--- src/rtl/shiftreg_sipo_mc.sv ---
// shiftreg_sipo_mc: multi-channel serial-in/parallel-out shift register with a valid/ready output stage.
// Define SHIFTREG_PARITY_EN to add a trailing even-parity bit per lane and per-lane parity error flags.
module shiftreg_sipo_mc #(
  parameter int unsigned WIDTH    = 24,
  parameter int unsigned CHANNELS = 4,
  parameter int unsigned CNT_W    = $clog2(WIDTH + 1)
) (
  input  logic                         clk,
  input  logic                         reset_ni,
  input  logic                         trigger,
  input  logic                         shift_en,
  input  logic [CHANNELS-1:0]          din_serial,
  input  logic [CNT_W-1:0]             len_i,
  input  logic                         lsb_first_i,
  output logic [CHANNELS*WIDTH-1:0]    dout_parallel,
  output logic                         dout_valid,
  input  logic                         dout_ready,
  output logic                         busy_o,
  output logic [CNT_W-1:0]             bit_cnt_o,
  output logic [15:0]                  frame_cnt_o,
  output logic                         overrun_o,
  input  logic                         ovr_clr,
  output logic [CHANNELS-1:0]          parity_err_o
);

`ifdef SHIFTREG_PARITY_EN
  typedef enum logic [1:0] {IDLE = 2'd0, SHIFT = 2'd1, PARITY = 2'd2} state_t;
`else
  typedef enum logic {IDLE = 1'b0, SHIFT = 1'b1} state_t;
`endif

  state_t                           state;
  logic [CHANNELS-1:0][WIDTH-1:0]   sr;
  logic [CHANNELS-1:0][WIDTH-1:0]   sr_shift_c;
  logic [CHANNELS-1:0][WIDTH-1:0]   load_data_c;
  logic [CNT_W-1:0]                 bit_cnt;
  logic [CNT_W-1:0]                 bit_cnt_inc_c;
  logic [CNT_W-1:0]                 len_q;
  logic [CNT_W-1:0]                 len_eff_c;
  logic                             lsb_q;
  logic                             last_bit_c;
  logic                             complete_c;
  logic                             load_c;
  logic                             drop_c;
`ifdef SHIFTREG_PARITY_EN
  logic [CHANNELS-1:0]              perr_c;
  logic [CHANNELS-1:0]              perr_q;
`endif

  assign bit_cnt_o = bit_cnt;

  // Next shift-register contents, completion detection and output-stage decisions.
  always_comb begin
    len_eff_c = len_i;
    if (len_i == '0 || len_i > CNT_W'(WIDTH)) len_eff_c = CNT_W'(WIDTH);
    bit_cnt_inc_c = bit_cnt + CNT_W'(1);
    last_bit_c    = shift_en && (bit_cnt_inc_c == len_q);
    sr_shift_c    = '0;
    for (int c = 0; c < int'(CHANNELS); c++) begin
      if (lsb_q) sr_shift_c[c] = sr[c] | (WIDTH'(din_serial[c]) << bit_cnt);
      else       sr_shift_c[c] = {sr[c][WIDTH-2:0], din_serial[c]};
    end
`ifdef SHIFTREG_PARITY_EN
    perr_c = '0;
    for (int c = 0; c < int'(CHANNELS); c++) perr_c[c] = (^sr[c]) ^ din_serial[c];
    complete_c  = (state == PARITY) && shift_en;
    load_data_c = sr;
`else
    complete_c  = (state == SHIFT) && last_bit_c;
    load_data_c = sr_shift_c;
`endif
    load_c = complete_c && (!dout_valid || dout_ready);
    drop_c = complete_c && !load_c;
  end

  // Frame FSM plus the double-buffered output register.
  always_ff @(posedge clk or negedge reset_ni) begin
    if (!reset_ni) begin
      state         <= IDLE;
      sr            <= '0;
      bit_cnt       <= '0;
      len_q         <= '0;
      lsb_q         <= 1'b0;
      dout_parallel <= '0;
      dout_valid    <= 1'b0;
      busy_o        <= 1'b0;
      frame_cnt_o   <= '0;
      overrun_o     <= 1'b0;
`ifdef SHIFTREG_PARITY_EN
      perr_q        <= '0;
`endif
    end else begin
      if (load_c) begin
        dout_parallel <= load_data_c;
        dout_valid    <= 1'b1;
        frame_cnt_o   <= frame_cnt_o + 16'd1;
`ifdef SHIFTREG_PARITY_EN
        perr_q        <= perr_c;
`endif
      end else if (dout_ready) begin
        dout_valid <= 1'b0;
      end

      // A drop on the same edge as a clear keeps the flag set.
      if (drop_c)       overrun_o <= 1'b1;
      else if (ovr_clr) overrun_o <= 1'b0;

      if (complete_c) begin
        state  <= IDLE;
        busy_o <= 1'b0;
`ifndef SHIFTREG_PARITY_EN
        sr      <= sr_shift_c;
        bit_cnt <= bit_cnt_inc_c;
`endif
      end else if (trigger) begin
        state   <= SHIFT;
        busy_o  <= 1'b1;
        sr      <= '0;
        bit_cnt <= '0;
        len_q   <= len_eff_c;
        lsb_q   <= lsb_first_i;
      end else if (state == SHIFT && shift_en) begin
        sr      <= sr_shift_c;
        bit_cnt <= bit_cnt_inc_c;
`ifdef SHIFTREG_PARITY_EN
        if (last_bit_c) state <= PARITY;
`endif
      end
    end
  end

`ifdef SHIFTREG_PARITY_EN
  assign parity_err_o = perr_q;
`else
  assign parity_err_o = '0;
`endif

endmodule

--- config.mk ---
export PLATFORM = sky130hd
export DESIGN_NAME = shiftreg_sipo_mc
export DESIGN_NICKNAME = d
export VERILOG_FILES = /design/src/rtl/shiftreg_sipo_mc.sv
export SDC_FILE = /design/constraint.sdc
export NUM_CORES = 1
export LEC_CHECK = 0
export ABC_AREA = 1
export BUFFER_PORTS_ARGS = -buffer_cell sky130_fd_sc_hd__buf_2
export CORE_UTILIZATION = 40
export DETAILED_ROUTE_END_ITERATION = 12
export PLACE_DENSITY = 0.69
export REMOVE_ABC_BUFFERS = 1
export SLEW_MARGIN = 0
export SYNTH_ARGS = -nofsm -noshare
export SYNTH_HDL_FRONTEND = slang
export SYNTH_SLANG_ARGS = --single-unit
--- constraint.sdc ---
create_clock -name clk -period 2.1 [get_ports clk]
set_clock_uncertainty 0.1 [all_clocks]
set_input_delay 0.105 -clock clk [delete_from_list [all_inputs] [get_ports clk]]
set_output_delay 0.105 -clock clk [all_outputs]
set_load 0.01 [all_outputs]
==> impl_metrics.env, run 1 <==
export IMPL_die_h_um=168.0
export IMPL_drc=0
export IMPL_cts_root_buf="clkbuf_16"
export IMPL_grt_pass1_vias=9861
export IMPL_dpl_cell_area_um2=12250
export IMPL_crit_chain="ha_4, xnor2_2, nand3_1, nor2_4, nand2_2, nand2_4, buf_12, nand3_1, nand2_1"
export IMPL_crit_path_frequent_cell="nand3_1"
export IMPL_synth_area_um2=11020
export IMPL_status="complete, no violations"
export IMPL_clk_latency_ps=520
export IMPL_p_leak_nw=7.175
export IMPL_n_antenna_cell=0
export IMPL_arrival_ps=2410
export IMPL_start_util=0.4087
export IMPL_cts_sinks=222
export IMPL_yosys_register_bits=222
export IMPL_numCtsBuffers=25
export IMPL_h_tree_depth=1
export IMPL_design_area_um2=13600
export IMPL_drtPass1Iterations=5
export IMPL_hp_class="in2async"
export IMPL_grt_usage=0.2197
export IMPL_yosysWarnings=0
export IMPL_layout_setup_ws_ps=41.05
export IMPL_synth_top_cells_by_count="629 x nand2_1, 222 x dfrtp_1, 163 x nand3_1"
export IMPL_required_ps=2450
export IMPL_crit_path_top_delay_cell="dfrtp_1"
export IMPL_synth_edf_count=0
export IMPL_async_flop_share=1.000
export IMPL_top_usage_layer="met2"
export IMPL_yosysMostFrequentCell="nand2_1"
export IMPL_antenna_found_initial=0
export IMPL_vias_per_cell=5.290
export IMPL_port_buffers=135
export IMPL_die_w_um=168.0
export IMPL_cellPowerDensity_nw_per_um2=1031
export IMPL_startpoint_type="flop"
export IMPL_hpwl_um=19660
export IMPL_cp_end_kind="flop"
export IMPL_via_count=10510
export IMPL_met1_usage=0.3013
export IMPL_ys_flop_type="dfrtp_1"
export IMPL_worstPathMaxFanout=42
export IMPL_globalRoute_totalOverflow=0
export IMPL_ys_seq_area_frac=0.5043
export IMPL_finalSetupViolCount=0
export IMPL_worstMarginPinSlew_ps=586.0
export IMPL_netlist_instances=1487
export IMPL_grtUsageMet2=0.3697
export IMPL_slew_limit_headroom=0.6093
export IMPL_crit_type="reg2reg"
export IMPL_clk_pin_slew_ps=60
export IMPL_drive_above_1_share=0.1677
export IMPL_synth_area_leaders="dfrtp_1 50%, nand2_1 21%, nand3_1 7.4%"
export IMPL_cts_tree="done"
export IMPL_wl_per_cell_um=15.72
export IMPL_max_freq_mhz=485.7
export IMPL_syn_to_final_growth_pct=23.44
export IMPL_clockBufferDepth=3
export IMPL_critPathMaxStageDelay_ps=440
export IMPL_yosys_area_top_type_share=0.5043
export IMPL_routabilityCongestion=0.8370
export IMPL_grt_max_degree=102
export IMPL_totalWireLength_um=31230
export IMPL_slew_violations=0
export IMPL_pre_cts_slack_ps=-49.32
export IMPL_post_route_util=0.5046
export IMPL_fin_crit_ps=2059
export IMPL_final_nets=1647
export IMPL_die_area_um2=28210
export IMPL_vdd_drop_max_v=0.0006108
export IMPL_grt_pass1_wl_um=51050
export IMPL_core_um2=26950
export IMPL_period_share=0.9805
export IMPL_synth_area_leader_cell="dfrtp_1"
export IMPL_num_rows=60
export IMPL_syn_avg_cell_area_um2=7.408
export IMPL_grt_util_met3=0.02445
export IMPL_maxCapViolations=0
export IMPL_drt_iter0_drc=1023
export IMPL_hold_violations=0
export IMPL_ant_nets=0
export IMPL_io_pins=140
export IMPL_synth_distinct_cells=28
placed cells by master, fill, tap and decap left out, types with 4 or more instances in the layout:
master	n
a22oi_1	21
nand3_1	162
buf_2	134
a21oi_1	47
nand2_1	625
clkinvlp_4	5
conb_1	4
bufinv_16	5
xor2_1	8
clkbuf_16	27
xnor2_1	8
inv_2	4
nor4_1	4
clkinv_2	6
inv_1	39
o21ai_0	23
nor3_1	9
dfrtp_1	220
o21ai_1	7
buf_12	17
buf_4	41
buf_6	4
nor2_1	140
a31oi_1	28
dlygate4sd3_1	17
path summary, 6_finish.rpt:
check	start	slack [ps]	cells past startpoint	to
max	bit_cnt_o[1]	40	9	sr[54]
min	reset_ni	60	2	sr[20]
max reg2reg	bit_cnt_o[1]	40	9	sr[54]
min reg2reg	sr[74]	370	2	sr[74]
max in group asynchronous	reset_ni	1080	3	sr[66]
min in group clk	shift_en	130	6	bit_cnt_o[4]
per-layer routing:
metal | vias to the layer above | wire, µm
met3 | 62 | 1819
li1 | 5036 | -
met5 | - | 0
met2 | 399 | 14960
met4 | 0 | 793
met1 | 5014 | 13660
area by class of cell:
class                   count  area (µm²)
clock buffers              27       643.1
clock inverters            17       229.0
fillers                  2581       13350
inverters                  46       182.7
multi-input cells        1117        4945
flip-flops and latches    222        5558
well taps                 341       426.7
repair buffers            217        1614
flip-flops by register name, indices dropped and copies added (netlist names):
register,cells
bit_cnt_o,5
dout_parallel,96
dout_valid,1
frame_cnt_o,16
len_q,5
lsb_q,1
overrun_o,1
sr,96
state,1
where the power goes:
| group | switching [mW] | total, mW | internal [mW] |
|---|---|---|---|
| logic | 2.19 | 3.62 | 1.43 |
| clock network | 1.83 | 4.67 | 2.84 |
| registers | 0.572 | 5.74 | 5.17 |
logic make-up after synthesis:
group	count (synthesis)	share of synthesized area
other	1	0.0003404
XOR/XNOR	17	0.01352
AND/OR/NAND/NOR	962	0.3512
buffers and inverters	151	0.05986
AO/OA/AOI/OAI	132	0.06849
flip-flops	222	0.5043
adder cells (fa/ha/maj)	2	0.002271
worst max-delay path: cells and delay by family (launching register included):
kind / cells / cell delay, ps
and+or+nand+nor: 6 / 760
DFF: 1 / 440
adders and majority gates: 1 / 280
buffers and inverters: 1 / 240
xor gates and xnor gates: 1 / 150
through the flow:
stage | TNS (ps) | cells | total power, mW | hold WS [ps]
after floorplan | -507120 | 1385 | 7.653 | -290.6
after global placement | -42.76 | 1911 | 9.128 | 27.87
after detailed placement | -1208 | 1911 | 9.209 | 23.24
after CTS | 0 | 1972 | 13.96 | 77.48
after global routing | -597.1 | 1987 | 14.80 | 130.3
final | 0 | 1987 | 14.03 | 59.56
what timing repair did:
action                                  CTS  global route
gates resized for setup                   4            42
cloned                                    0             2
pin swaps                                 0             5
hold buffers                             17             0
buffers inserted                          0            13
endpoints found under the setup margin  105           207
hold endpoints to repair                202             0
No activity file was read; power rests on OpenSTA's default activity.
==> run 2, diff against run 1 <==
--- a/config.mk
+++ b/config.mk
@@ -9,7 +9,6 @@
 export BUFFER_PORTS_ARGS = -buffer_cell sky130_fd_sc_hd__buf_2
 export CORE_UTILIZATION = 40
 export DETAILED_ROUTE_END_ITERATION = 12
-export PLACE_DENSITY = 0.69
 export REMOVE_ABC_BUFFERS = 1
 export SLEW_MARGIN = 0
 export SYNTH_ARGS = -nofsm -noshare
==> run 2 against run 1 <==
  * Non-clock buffer count fell by 8
  * Critical path depth fell by 1
  * Final cell count fell by 0.50%
  * Sequential power barely moved
  * Via count fell by 2.2%
  * Power fell by 1.7%
  * Highest routed layer unchanged
==> impl_metrics.env, run 2 (synthesis results as in run 1) <==
export IMPL_status="complete, no violations"
export IMPL_drive_above_1_share=0.1620
export IMPL_grtUsageMet2=0.3716
export IMPL_grt_pass1_wl_um=51740
export IMPL_cellPowerDensity_nw_per_um2=1024
export IMPL_die_area_um2=28210
export IMPL_grt_usage=0.2252
export IMPL_globalRoute_totalOverflow=0
export IMPL_dpl_cell_area_um2=12270
export IMPL_tns_ps=0
export IMPL_crit_path_frequent_cell="nand2_1"
export IMPL_num_rows=60
export IMPL_slew_limit_headroom=0.5671
export IMPL_crit_type="reg2reg"
export IMPL_clk_latency_ps=520
export IMPL_finalSetupViolCount=0
export IMPL_hp_class="in2async"
export IMPL_cts_tree="done"
export IMPL_slew_violations=0
export IMPL_h_tree_depth=1
export IMPL_numCtsBuffers=25
export IMPL_worstPathMaxFanout=5
export IMPL_wl_per_cell_um=16.19
export IMPL_met1_usage=0.3130
export IMPL_hold_violations=0
export IMPL_port_buffers=135
export IMPL_p_leak_nw=7.111
export IMPL_antenna_found_initial=0
export IMPL_whs_ps=38.24
export IMPL_fill_cells=2665
export IMPL_vias_per_cell=5.200
export IMPL_final_cell_mix="624 x nand2_1, 220 x dfrtp_1, 163 x nand3_1"
export IMPL_drc=0
export IMPL_grt_pass1_vias=9954
export IMPL_core_um2=26950
export IMPL_io_pins=140
export IMPL_finalPower_mw=13.78
export IMPL_ant_nets=0
export IMPL_crit_chain="buf_4, inv_1, nand2_1, nor4_1, nand2_1, a21oi_1, nand3_1, nand2_1"
export IMPL_hpwl_um=19960
export IMPL_maxCapViolations=0
export IMPL_rsz0062_at_grt="yes"
export IMPL_postCtsSetupRepairBufs=0
export IMPL_design_area_um2=13460
export IMPL_required_ps=2460
export IMPL_dpl_cell_count=1916
export IMPL_drt_iter0_drc=780
export IMPL_period_share=0.9664
export IMPL_worstMarginPinSlew_ps=649.4
export IMPL_cp_end_kind="flop"
export IMPL_clk_pin_slew_ps=60
export IMPL_arrival_ps=2390
export IMPL_critPathMaxStageDelay_ps=420
export IMPL_die_w_um=168.0
export IMPL_routabilityCongestion=0.8312
export IMPL_startpoint_type="flop"
export IMPL_drtPass1Iterations=5
export IMPL_max_freq_mhz=492.8
export IMPL_top_regs="dout_parallel: 96 flops, sr: 96 flops, frame_cnt_o: 16 flops"
export IMPL_syn_to_final_growth_pct=22.15
export IMPL_via_count=10280
export IMPL_final_cells=1977
export IMPL_n_antenna_cell=0
export IMPL_cts_root_buf="clkbuf_16"
export IMPL_final_nets=1639
export IMPL_vdd_drop_max_v=0.0005461
export IMPL_crit_path_top_delay_cell="dfrtp_1"
export IMPL_top_usage_layer="met2"
export IMPL_start_util=0.4087
export IMPL_cts_sinks=222
export IMPL_grt_util_met3=0.02891
export IMPL_layout_commonest_cell="nand2_1"
export IMPL_grt_max_degree=102
export IMPL_totalWireLength_um=32010
export IMPL_fin_crit_ps=2029
export IMPL_die_h_um=168.0
export IMPL_clockBufferDepth=3
## run 2: cell types whose count changed in the layout (fill, tap and decap cells not counted), sizes merged
cell	before	now
clkinv	8	7
clkinvlp	5	2
bufinv	5	4
clkbuf	29	32
buf	198	190
## run 2: metrics by stage
stage,util,worst slack [ps]
after floorplan,-,-2437
after global placement,0.4551,-4.292
after detailed placement,0.4551,-11.65
after CTS,0.4930,23.63
after global routing,0.4993,-25.93
final,0.4993,70.63
## run 2: per-layer routing
metal	wire, µm	part of all wire
met4	772	0.024
met2	14920	0.47
met1	14600	0.46
met5	0	0
met3	1723	0.054
## run 2: critical path, delay by kind of cell (launching register included)
| family | cells | cell delay (ps) |
|---|---|---|
| simple gates | 5 | 890 |
| flops | 1 | 420 |
| buf+inv | 2 | 310 |
| compound gates | 1 | 250 |
## run 2: final cells by class
class,count,area [µm²],area share
well taps,341,426.7,0.03171
inverters,46,185.2,0.01376
flip-flops and latches,222,5558,0.4131
clock inverters,12,165.2,0.01227
multi-input cells,1117,4915,0.3653
repair buffers,209,1521,0.1131
clock buffers,30,684.4,0.05086
## run 2: path summary, 6_finish.rpt
kind                                  start                to  slack, ps  cells after the start
max                            bit_cnt_o[0]            sr[64]         70                      8
min                                reset_ni        dout_valid         40                      2
max reg2reg                    bit_cnt_o[0]            sr[64]         70                      8
min reg2reg                dout_parallel[1]  dout_parallel[1]        370                      2
max in group asynchronous          reset_ni      bit_cnt_o[2]       1150                      3
min in group clk                   shift_en            sr[88]        120                      6
## run 2: report_power, final
group | internal (mW) | switching [mW]
clock network | 2.79 | 1.78
logic | 1.34 | 2.14
registers | 5.17 | 0.555
total | 9.30 | 4.48
## run 2: what timing repair did
item / CTS / global route
hold buffers: 17 / 0
setup endpoints to repair: 15 / 208
hold endpoints to repair: 243 / 0
gates resized for setup: 1 / 35
gates cloned: 0 / 2
==> run 3, diff against run 2 <==
--- a/config.mk
+++ b/config.mk
@@ -9,7 +9,7 @@
 export BUFFER_PORTS_ARGS = -buffer_cell sky130_fd_sc_hd__buf_2
 export CORE_UTILIZATION = 40
 export DETAILED_ROUTE_END_ITERATION = 12
-export REMOVE_ABC_BUFFERS = 1
+export HOLD_SLACK_MARGIN = 0.08
 export SLEW_MARGIN = 0
 export SYNTH_ARGS = -nofsm -noshare
 export SYNTH_HDL_FRONTEND = slang
==> run 3 against run 2 <==
  * Setup slack got worse by 6.0 ps
  * Non-clock buffer count increased by 4
  * Worst hold slack improved by 130 ps
  * Utilization increased by 0.19 points
  * Critical path depth increased by 1
  * Power decreased by 1.9%
  * Clock-buffer cell count increased by 6
  * Sequential power about the same
  * Critical path type unchanged
  * Critical endpoint is now dout_parallel[47]
  * Highest routed layer unchanged
==> impl_metrics.env, run 3 (synthesis results as in run 1) <==
export IMPL_start_util=0.4087
export IMPL_vias_per_cell=5.227
export IMPL_crit_path_frequent_cell="nand2_1"
export IMPL_worst_r2r_cell_count=9
export IMPL_period_share=0.9692
export IMPL_arrival_ps=2400
export IMPL_port_buffers=135
export IMPL_num_rows=60
export IMPL_clk_pin_slew_ps=60
export IMPL_cp_buffers_inverters=2
export IMPL_grt_usage=0.2280
export IMPL_critPathMaxStageDelay_ps=390
export IMPL_globalRoute_totalOverflow=0
export IMPL_layout_setup_ws_ps=64.67
export IMPL_tns_ps=0
export IMPL_clk_latency_ps=520
export IMPL_pre_cts_slack_ps=-24.71
export IMPL_totalWireLength_um=32400
export IMPL_worstPathMaxFanout=25
export IMPL_status="complete, no violations"
export IMPL_wl_per_cell_um=16.35
export IMPL_hold_violations=0
export IMPL_fin_crit_ps=2035
export IMPL_grt_pass1_vias=9780
export IMPL_slew_violations=0
export IMPL_die_w_um=168.0
export IMPL_crit_reg2reg_capture="dout_parallel[47]"
export IMPL_crit_type="reg2reg"
export IMPL_n_antenna_cell=0
export IMPL_drt_iter0_drc=844
export IMPL_drive_above_1_share=0.1598
export IMPL_grt_pass1_wl_um=52500
export IMPL_worstHoldPathCells=6
export IMPL_final_cell_mix="620 x nand2_1, 219 x dfrtp_1, 163 x nand3_1"
export IMPL_startpoint_type="flop"
export IMPL_critPathCapture="dout_parallel[47]"
export IMPL_finalSetupViolCount=0
export IMPL_ant_nets=0
export IMPL_final_nets=1644
export IMPL_routabilityCongestion=0.8221
export IMPL_ff2ff_setup_slack_ps=60
export IMPL_cts_root_buf="clkbuf_16"
export IMPL_drtPass1Iterations=5
export IMPL_required_ps=2460
export IMPL_whs_ps=167.7
export IMPL_syn_to_final_growth_pct=22.60
export IMPL_worstMarginPinSlew_ps=527.6
export IMPL_clockBufferDepth=3
export IMPL_layout_commonest_cell="nand2_1"
export IMPL_core_um2=26950
export IMPL_p_leak_nw=7.132
export IMPL_cts_sinks=222
export IMPL_crit_cells=9
export IMPL_final_cells=1981
export IMPL_cellPowerDensity_nw_per_um2=1001
export IMPL_die_area_um2=28210
export IMPL_vdd_drop_max_v=0.0006779
export IMPL_crit_path_top_delay_cell="dfrtp_1"
export IMPL_h_tree_depth=1
export IMPL_via_count=10350
export IMPL_grt_max_degree=102
export IMPL_numCtsBuffers=25
export IMPL_cp_startpoint="bit_cnt_o[1]"
export IMPL_dpl_cell_count=1915
export IMPL_die_h_um=168.0
export IMPL_top_regs="dout_parallel: 96 flops, sr: 96 flops, frame_cnt_o: 16 flops"
export IMPL_io_pins=140
export IMPL_design_area_um2=13510
export IMPL_max_freq_mhz=491.3
export IMPL_rsz0062_at_grt="yes"
export IMPL_hp_class="in2reg"
export IMPL_cp_end_kind="flop"
export IMPL_antenna_found_initial=0
export IMPL_cts_tree="done"
export IMPL_drc=0
export IMPL_cp_top_family="simple AND/OR/NAND/NOR gates"
export IMPL_hpwl_um=20100
export IMPL_rr_startpoint="bit_cnt_o[1]"
export IMPL_crit_chain="ha_2, xnor2_1, nand3_1, nor2_4, nand3_4, inv_4, buf_12, nand2_1, nand2_1"
export IMPL_maxCapViolations=0
export IMPL_dpl_cell_area_um2=12320
export IMPL_slew_limit_headroom=0.6483
-- run 3: how the worst min path moves through the flow --
stage,slack [ps],endpoint,from
floorplan,-290,bit_cnt_o[0],reset_ni
global placement,-20,dout_parallel[82],reset_ni
detailed placement,-20,dout_parallel[82],reset_ni
CTS,160,sr[70],shift_en
global route,200,sr[52],shift_en
finish,170,bit_cnt_o[1],shift_en
-- run 3: what timing repair did --
| item | CTS | global route |
|---|---|---|
| cloned | 1 | 4 |
| endpoints found under the setup margin | 23 | 217 |
| hold buffers | 19 | 0 |
| gates resized for setup | 4 | 27 |
| pin swaps | 0 | 3 |
| setup buffers | 0 | 1 |
| endpoints found under the hold margin | 306 | 0 |
-- run 3: where the power goes --
group	leakage [nW]	internal [mW]	switching, mW
combinational	3.79	1.38	2.14
sequential	2.96	5.17	0.580
clock	0.379	2.52	1.73
-- run 3: worst register-to-register path, cell delays in order, from the launching register on --
cell	delay [ps]
dfrtp_1	390
ha_2	360
xnor2_1	120
nand3_1	130
nor2_4	150
nand3_4	110
inv_4	160
buf_12	190
nand2_1	150
nand2_1	110
-- run 3: layer usage --
metal	GRT usage	routed length [µm]	vias to the layer above
met2	0.3433	14180	366
met1	0.3442	15440	4916
li1	-	-	5032
met3	0.03244	2227	40
met4	0.05465	549	0
met5	0	0	-
-- run 3: final cells by class --
cell class	count	area, µm²
timing repair buffer	213	1644
clock buffer	36	696.9
clock inverter	5	75.07
sequential	222	5559
tap	341	426.7
inverter	46	175.2
fill	2636	13450
multi-input combinational	1118	4928
-- run 3: metrics by stage --
| step | power (mW) | util |
|---|---|---|
| after floorplan | 7.741 | - |
| after global placement | 9.174 | 0.4571 |
| after detailed placement | 9.211 | 0.4571 |
| after CTS | 13.57 | 0.4944 |
| after global routing | 14.37 | 0.5011 |
| final | 13.52 | 0.5011 |
